[config.mk]
export PLATFORM = sky130hd
export DESIGN_NAME = reg_dump_tx
export DESIGN_NICKNAME = d
export VERILOG_FILES = /design/src/rtl/controlpack.sv /design/src/rtl/serial_byte_tx.sv /design/src/rtl/reg_dump_tx.sv
export SDC_FILE = /design/constraint.sdc
export NUM_CORES = 1
export LEC_CHECK = 0
export ABC_AREA = 1
export BUFFER_PORTS_ARGS = -buffer_cell sky130_fd_sc_hd__buf_2
export CAP_MARGIN = 10
export CORE_UTILIZATION = 31
export DETAILED_ROUTE_END_ITERATION = 8
export SKIP_LAST_GASP = 1
export SYNTH_ARGS = -nofsm -noshare
export SYNTH_HDL_FRONTEND = slang
export SYNTH_SLANG_ARGS = --single-unit
[constraint.sdc]
create_clock -name clock -period 1.3 [get_ports clock]
set_input_delay 0.13 -clock clock [delete_from_list [all_inputs] [get_ports clock]]
set_output_delay 0.13 -clock clock [all_outputs]
set_load 0.01 [all_outputs]
[src/rtl/controlpack.sv]
// Shared types and constants for the register dump read-out path.
package controlpack;

    typedef enum logic [2:0] {
        StIdle,
        StSelect,
        StLoad,
        StStartBit,
        StDataBits,
        StStopBit,
        StFinish
    } dump_state_e;

    localparam logic DUMP_IDLE_LEVEL = 1'b1;

    localparam int unsigned REG_SEL_W = 2;

    typedef enum logic [REG_SEL_W-1:0] {
        RegSel0,
        RegSel1,
        RegSel2,
        RegSel3
    } register_sel_e;

endpackage

[src/rtl/serial_byte_tx.sv]
// UART-style frame transmitter: start bit, LSB-first data bits, stop bit.
module serial_byte_tx
    import controlpack::*;
#(
    parameter int unsigned DATA_BUS_WIDTH = 8,
    parameter int unsigned CLKS_PER_BIT   = 4
) (
    input  logic                      clock,
    input  logic                      reset,
    input  logic                      load,
    input  logic [DATA_BUS_WIDTH-1:0] data_in,
    output logic                      tx,
    output logic                      frame_done,
    output dump_state_e               phase_next
);

    localparam int unsigned BaudW = (CLKS_PER_BIT > 1) ? $clog2(CLKS_PER_BIT) : 1;
    localparam int unsigned BitW  = (DATA_BUS_WIDTH > 1) ? $clog2(DATA_BUS_WIDTH) : 1;
    localparam logic [BaudW-1:0] BaudLast = BaudW'(CLKS_PER_BIT - 1);
    localparam logic [BitW-1:0]  BitLast  = BitW'(DATA_BUS_WIDTH - 1);

    dump_state_e               phase_q, phase_d;
    logic [BaudW-1:0]          baud_q, baud_d;
    logic [BitW-1:0]           bit_q, bit_d;
    logic [DATA_BUS_WIDTH-1:0] shift_q, shift_d;
    logic                      tx_q, tx_d;
    logic                      baud_wrap;

    assign baud_wrap = (baud_q == BaudLast);

    always_comb begin
        phase_d    = phase_q;
        baud_d     = baud_q;
        bit_d      = bit_q;
        shift_d    = shift_q;
        tx_d       = tx_q;
        frame_done = 1'b0;
        if (phase_q != StIdle) begin
            baud_d = baud_wrap ? '0 : baud_q + 1'b1;
        end
        // tx_d is the level of the bit about to start, so tx stays a pure register.
        case (phase_q)
            StIdle: begin
                tx_d = DUMP_IDLE_LEVEL;
                if (load) begin
                    shift_d = data_in;
                    tx_d    = 1'b0;
                    baud_d  = '0;
                    phase_d = StStartBit;
                end
            end
            StStartBit: begin
                if (baud_wrap) begin
                    tx_d    = shift_q[0];
                    shift_d = shift_q >> 1;
                    bit_d   = '0;
                    phase_d = StDataBits;
                end
            end
            StDataBits: begin
                if (baud_wrap) begin
                    if (bit_q == BitLast) begin
                        tx_d    = DUMP_IDLE_LEVEL;
                        phase_d = StStopBit;
                    end else begin
                        tx_d    = shift_q[0];
                        shift_d = shift_q >> 1;
                        bit_d   = bit_q + 1'b1;
                    end
                end
            end
            StStopBit: begin
                if (baud_wrap) begin
                    frame_done = 1'b1;
                    phase_d    = StIdle;
                end
            end
            default: begin
                tx_d    = DUMP_IDLE_LEVEL;
                phase_d = StIdle;
            end
        endcase
    end

    always_ff @(posedge clock or posedge reset) begin
        if (reset) begin
            phase_q <= StIdle;
            baud_q  <= '0;
            bit_q   <= '0;
            shift_q <= '0;
            tx_q    <= DUMP_IDLE_LEVEL;
        end else begin
            phase_q <= phase_d;
            baud_q  <= baud_d;
            bit_q   <= bit_d;
            shift_q <= shift_d;
            tx_q    <= tx_d;
        end
    end

    assign tx         = tx_q;
    assign phase_next = phase_d;

endmodule

[src/rtl/reg_dump_tx.sv]
// Walks every register through one read select and ships each value as a serial frame.
module reg_dump_tx
    import controlpack::*;
#(
    parameter int unsigned DATA_BUS_WIDTH = 8,
    parameter int unsigned CLKS_PER_BIT   = 4,
    parameter int unsigned NUM_REGS       = 4
) (
    input  logic                      clock,
    input  logic                      reset,
    input  logic                      dump_start,
    output register_sel_e             reg_sel,
    input  logic [DATA_BUS_WIDTH-1:0] reg_data,
    output logic                      tx,
    output logic                      busy,
    output logic                      done
);

    localparam logic [REG_SEL_W-1:0] LastIdx = REG_SEL_W'(NUM_REGS - 1);

    dump_state_e          state_q, state_d;
    logic [REG_SEL_W-1:0] idx_q, idx_d;
    register_sel_e        reg_sel_q, reg_sel_d;
    logic                 load;
    logic                 frame_done;
    dump_state_e          ser_phase_next;

    serial_byte_tx #(
        .DATA_BUS_WIDTH(DATA_BUS_WIDTH),
        .CLKS_PER_BIT  (CLKS_PER_BIT)
    ) u_serial (
        .clock     (clock),
        .reset     (reset),
        .load      (load),
        .data_in   (reg_data),
        .tx        (tx),
        .frame_done(frame_done),
        .phase_next(ser_phase_next)
    );

    always_comb begin
        state_d   = state_q;
        idx_d     = idx_q;
        reg_sel_d = reg_sel_q;
        load      = 1'b0;
        unique case (state_q)
            StIdle: begin
                if (dump_start) begin
                    idx_d   = '0;
                    state_d = StSelect;
                end
            end
            StSelect: begin
                reg_sel_d = register_sel_e'(idx_q);
                state_d   = StLoad;
            end
            StLoad: begin
                // Read data is combinational, so it is valid now for the selected index.
                load    = 1'b1;
                state_d = StStartBit;
            end
            StStartBit, StDataBits, StStopBit: begin
                if (frame_done) begin
                    if (idx_q == LastIdx) begin
                        state_d = StFinish;
                    end else begin
                        idx_d   = idx_q + 1'b1;
                        state_d = StSelect;
                    end
                end else begin
                    state_d = ser_phase_next;
                end
            end
            StFinish: begin
                state_d = StIdle;
            end
            default: begin
                state_d = StIdle;
            end
        endcase
    end

    always_ff @(posedge clock or posedge reset) begin
        if (reset) begin
            state_q   <= StIdle;
            idx_q     <= '0;
            reg_sel_q <= RegSel0;
        end else begin
            state_q   <= state_d;
            idx_q     <= idx_d;
            reg_sel_q <= reg_sel_d;
        end
    end

    assign reg_sel = reg_sel_q;
    assign busy    = (state_q != StIdle) && (state_q != StFinish);
    assign done    = (state_q == StFinish);

endmodule

==> impl_metrics.tcl <==
set metrics [dict create \
    design_area_sq_mm 0.001739 \
    critPathTopFamily "simple AND/OR/NAND/NOR gates" \
    hold_depth 3 \
    power_frac_seq 0.332 \
    grt_max_degree 25 \
    drc_errors 0 \
    finalHoldViolCount 0 \
    initial_core_util 0.3230 \
    n_antenna_cell 0 \
    ys_ff_latch 24 \
    io_buffer_count 15 \
    rr_worst_depth 8 \
    routed.top_layer "met4" \
    vias 1167 \
    min_to "u_serial.shift_q[7]" \
    wl_met3_um 56 \
    setup_slack_ps -39.09 \
    syn_area_per_cell_sq_um 7.700 \
    cts_buffers 3 \
    cp_max_fo 7 \
    wl_mm 2.858 \
    combPwrFrac 0.528 \
    drt_iter0_markers 31 \
    htree_levels 1 \
    placed_area_sq_mm 0.001548 \
    syn2layout_area_growth_pct 33.65 \
    cts_tree "yes" \
    tightest_slew_ps 312.6 \
    yosysWarnings 0 \
    num_rows 23 \
    regToRegSetupSlack_ps -40 \
    p_per_area_mw_per_mm2 2085 \
    cts_root_buf "clkbuf_8" \
    synth_most_common_cell "nand2_1" \
    maxSlewViolCount 0 \
    cp_num_buf_inv 2 \
    outcome "complete, but fails checks" \
    switching_share 0.4172 \
    antenna_found_initial 0 \
    die_x_um 66.79 \
    ys_top_cells_by_count "73 x nand2_1, 23 x dfrtp_1, 22 x nor2_1" \
    grt_usage 0.1415 \
    met2_length_mm 1.401 \
    intPower_uw 2113 \
    grt_pass1_vias 1097 \
    slowest_delay_ps 430 \
    die_area_sq_mm 0.004461 \
    timing.final.crit_share 1.030 \
    antenna_left 0 \
    synth_top_cell_by_area "dfrtp_1" \
    min_period_ps 1339 \
    synth_area_leaders "dfrtp_1 44%, nand2_1 21%, nor2_1 6.3%, ha_1 3.8%, nand2_4 2.6%" \
    setup_violations 11 \
    irDropWorstVdd_mv 0.9608 \
    wl_per_cell_um 11.12 \
    syn_nets 184 \
    violations "setup timing" \
    async_flop_share 1.000 \
    syn_inst 169 \
    firstDrtPassIters 4 \
    min_path_type "in2reg" \
    path_clk_slew_ps 90 \
    critPathKind "reg2reg" \
    timing.fmax_mhz 746.8 \
    relSlewSlack 0.7916 \
    synth_enable_flop_cells 0 \
    clk-insertion-delay-late_ps 260 \
    min_from "reg_data[7]" \
    final_util 0.4317 \
    rr_endpoint "u_serial.shift_q[6]" \
    met1_length_mm 1.372 \
    via_per_inst 4.541 \
    clock_skew_ps 1.996 \
    cts_sinks 24 \
    worstSetupEndpointType "register" \
    r2r-start "u_serial.phase_q[1]" \
    ys_types 26 \
    ios 16 \
    yosysSeqAreaShare 0.4625 \
    power_frac_clock 0.141 \
    core_sq_mm 0.004029 \
    slowest_stage "dfrtp_1" \
    synth_area_sq_mm 0.001301 \
    cts_buffer_depth 2 \
    grt_pass1_wl_mm 4.767 \
    cap_viol_max_count 0 \
    startpoint_type "register" \
    p_leak_uw 0.0009240 \
    synth_top_area_share 0.4423 \
    dp_hpwl_mm 1.992 \
    p_switching_uw 1513 \
    setup_tns_ps -267.5 \
    grt_overflow_total 0 \
    rsz0062_at_grt "yes" \
    final_nets 223 \
    worstPathRequired_ps 1460 \
    synth_flop_cell "dfrtp_1" \
    gp_congestion 0.7534 \
    path_cells "inv_1, nand2_2, nor2_2, nand2_2, nand4_4, inv_4, nand2_1, nand2_1" \
    die_height_um 66.79 \
    cp.arrival_ps 1500 \
    drive_above_1_share 0.3623 \
]
[power by group through the flow]
stage	Sequential [uW]	Clock (uW)	Combinational [uW]
6_report	1200	510	1910
5_1_grt	1240	549	2160
4_1_cts	1190	522	1720
3_5_place_dp	1190	0	1590
3_3_place_gp	1190	0	1580
2_1_floorplan	1170	0	1080
[flip-flops by register name, summed over array words and instances (netlist names)]
register	cells
idx_q	2
u_serial.tx	1
u_serial.bit_q	3
u_serial.baud_q	2
state_q	3
reg_sel	2
u_serial.shift_q	8
u_serial.phase_q	3
[kinds of logic after synthesis]
kind of cell,count (synthesis),synth area share
simple gates,114,0.3904
flops,24,0.4625
fa+ha+maj,4,0.03846
compound gates,12,0.05193
buf+inv,14,0.04808
mux,1,0.008653
[cell usage in the layout (no fill, tap or decap), drive strengths merged]
master / synthesis / final
o21bai: 1 / 1
o21ai: 7 / 7
mux2: 1 / 1
nor2: 25 / 25
nand3b: 1 / 1
dfrtp: 23 / 23
a22oi: 1 / 1
nand4: 2 / 3
nand3: 7 / 7
inv: 13 / 13
dlygate4sd3: 0 / 1
o31ai: 1 / 1
nand2: 78 / 78
clkbuf: 0 / 4
ha: 4 / 4
dfstp: 1 / 1
or2: 1 / 1
buf: 1 / 33
a21oi: 2 / 2
[how the worst max path moves through the flow]
stage	start	to	cells past startpoint
detailed placement	u_serial.bit_q[1]	u_serial.shift_q[6]	7
CTS	u_serial.bit_q[1]	state_q[0]	8
global placement	u_serial.bit_q[1]	u_serial.shift_q[6]	7
global route	u_serial.phase_q[0]	u_serial.tx	8
finish	u_serial.phase_q[1]	u_serial.shift_q[6]	8
floorplan	u_serial.bit_q[0]	u_serial.shift_q[0]	7
[per-layer routing]
layer,vias up,GRT usage
li1,609,-
met3,2,0.02055
met2,15,0.2235
met5,-,0
met1,541,0.2023
met4,0,0.03191
[metrics by stage]
stage / worst slack (ps) / power, uW / hold WS [ps] / instances
after floorplan: 9.611 / 2248 / 143.9 / 169
after global placement: -113.1 / 2769 / 191.0 / 249
after detailed placement: -137.1 / 2786 / 200.6 / 249
after CTS: -20.47 / 3427 / 104.7 / 256
after global routing: -127.2 / 3942 / 129.3 / 257
final: -39.09 / 3626 / 105.1 / 257
[timing repair]
| action | in CTS | in global routing |
|---|---|---|
| hold buffers | 1 | 0 |
| endpoints found under the setup margin | 16 | 21 |
| endpoints found under the hold margin | 23 | 0 |
| resized for setup | 12 | 16 |
| gates cloned | 1 | 0 |
| setup buffers | 1 | 1 |
| pin swaps | 4 | 8 |
[worst reg2reg max path, delay by kind of cell, from the launching register on]
kind                   cells  cell delay [ps]
AND/OR/NAND/NOR            6              640
buffers and inverters      2              170
flip-flops                 1              430
[cell type report]
| class | count | area, sq um |
|---|---|---|
| Multi-Input combinational cell | 132 | 745.7 |
| Sequential cell | 24 | 604.3 |
| Timing Repair Buffer | 34 | 220.2 |
| Clock buffer | 4 | 55.05 |
| Inverter | 13 | 51.30 |
| Tap cell | 50 | 62.56 |
| Fill cell | 410 | 2290 |
(Power assumes the default switching activity.)
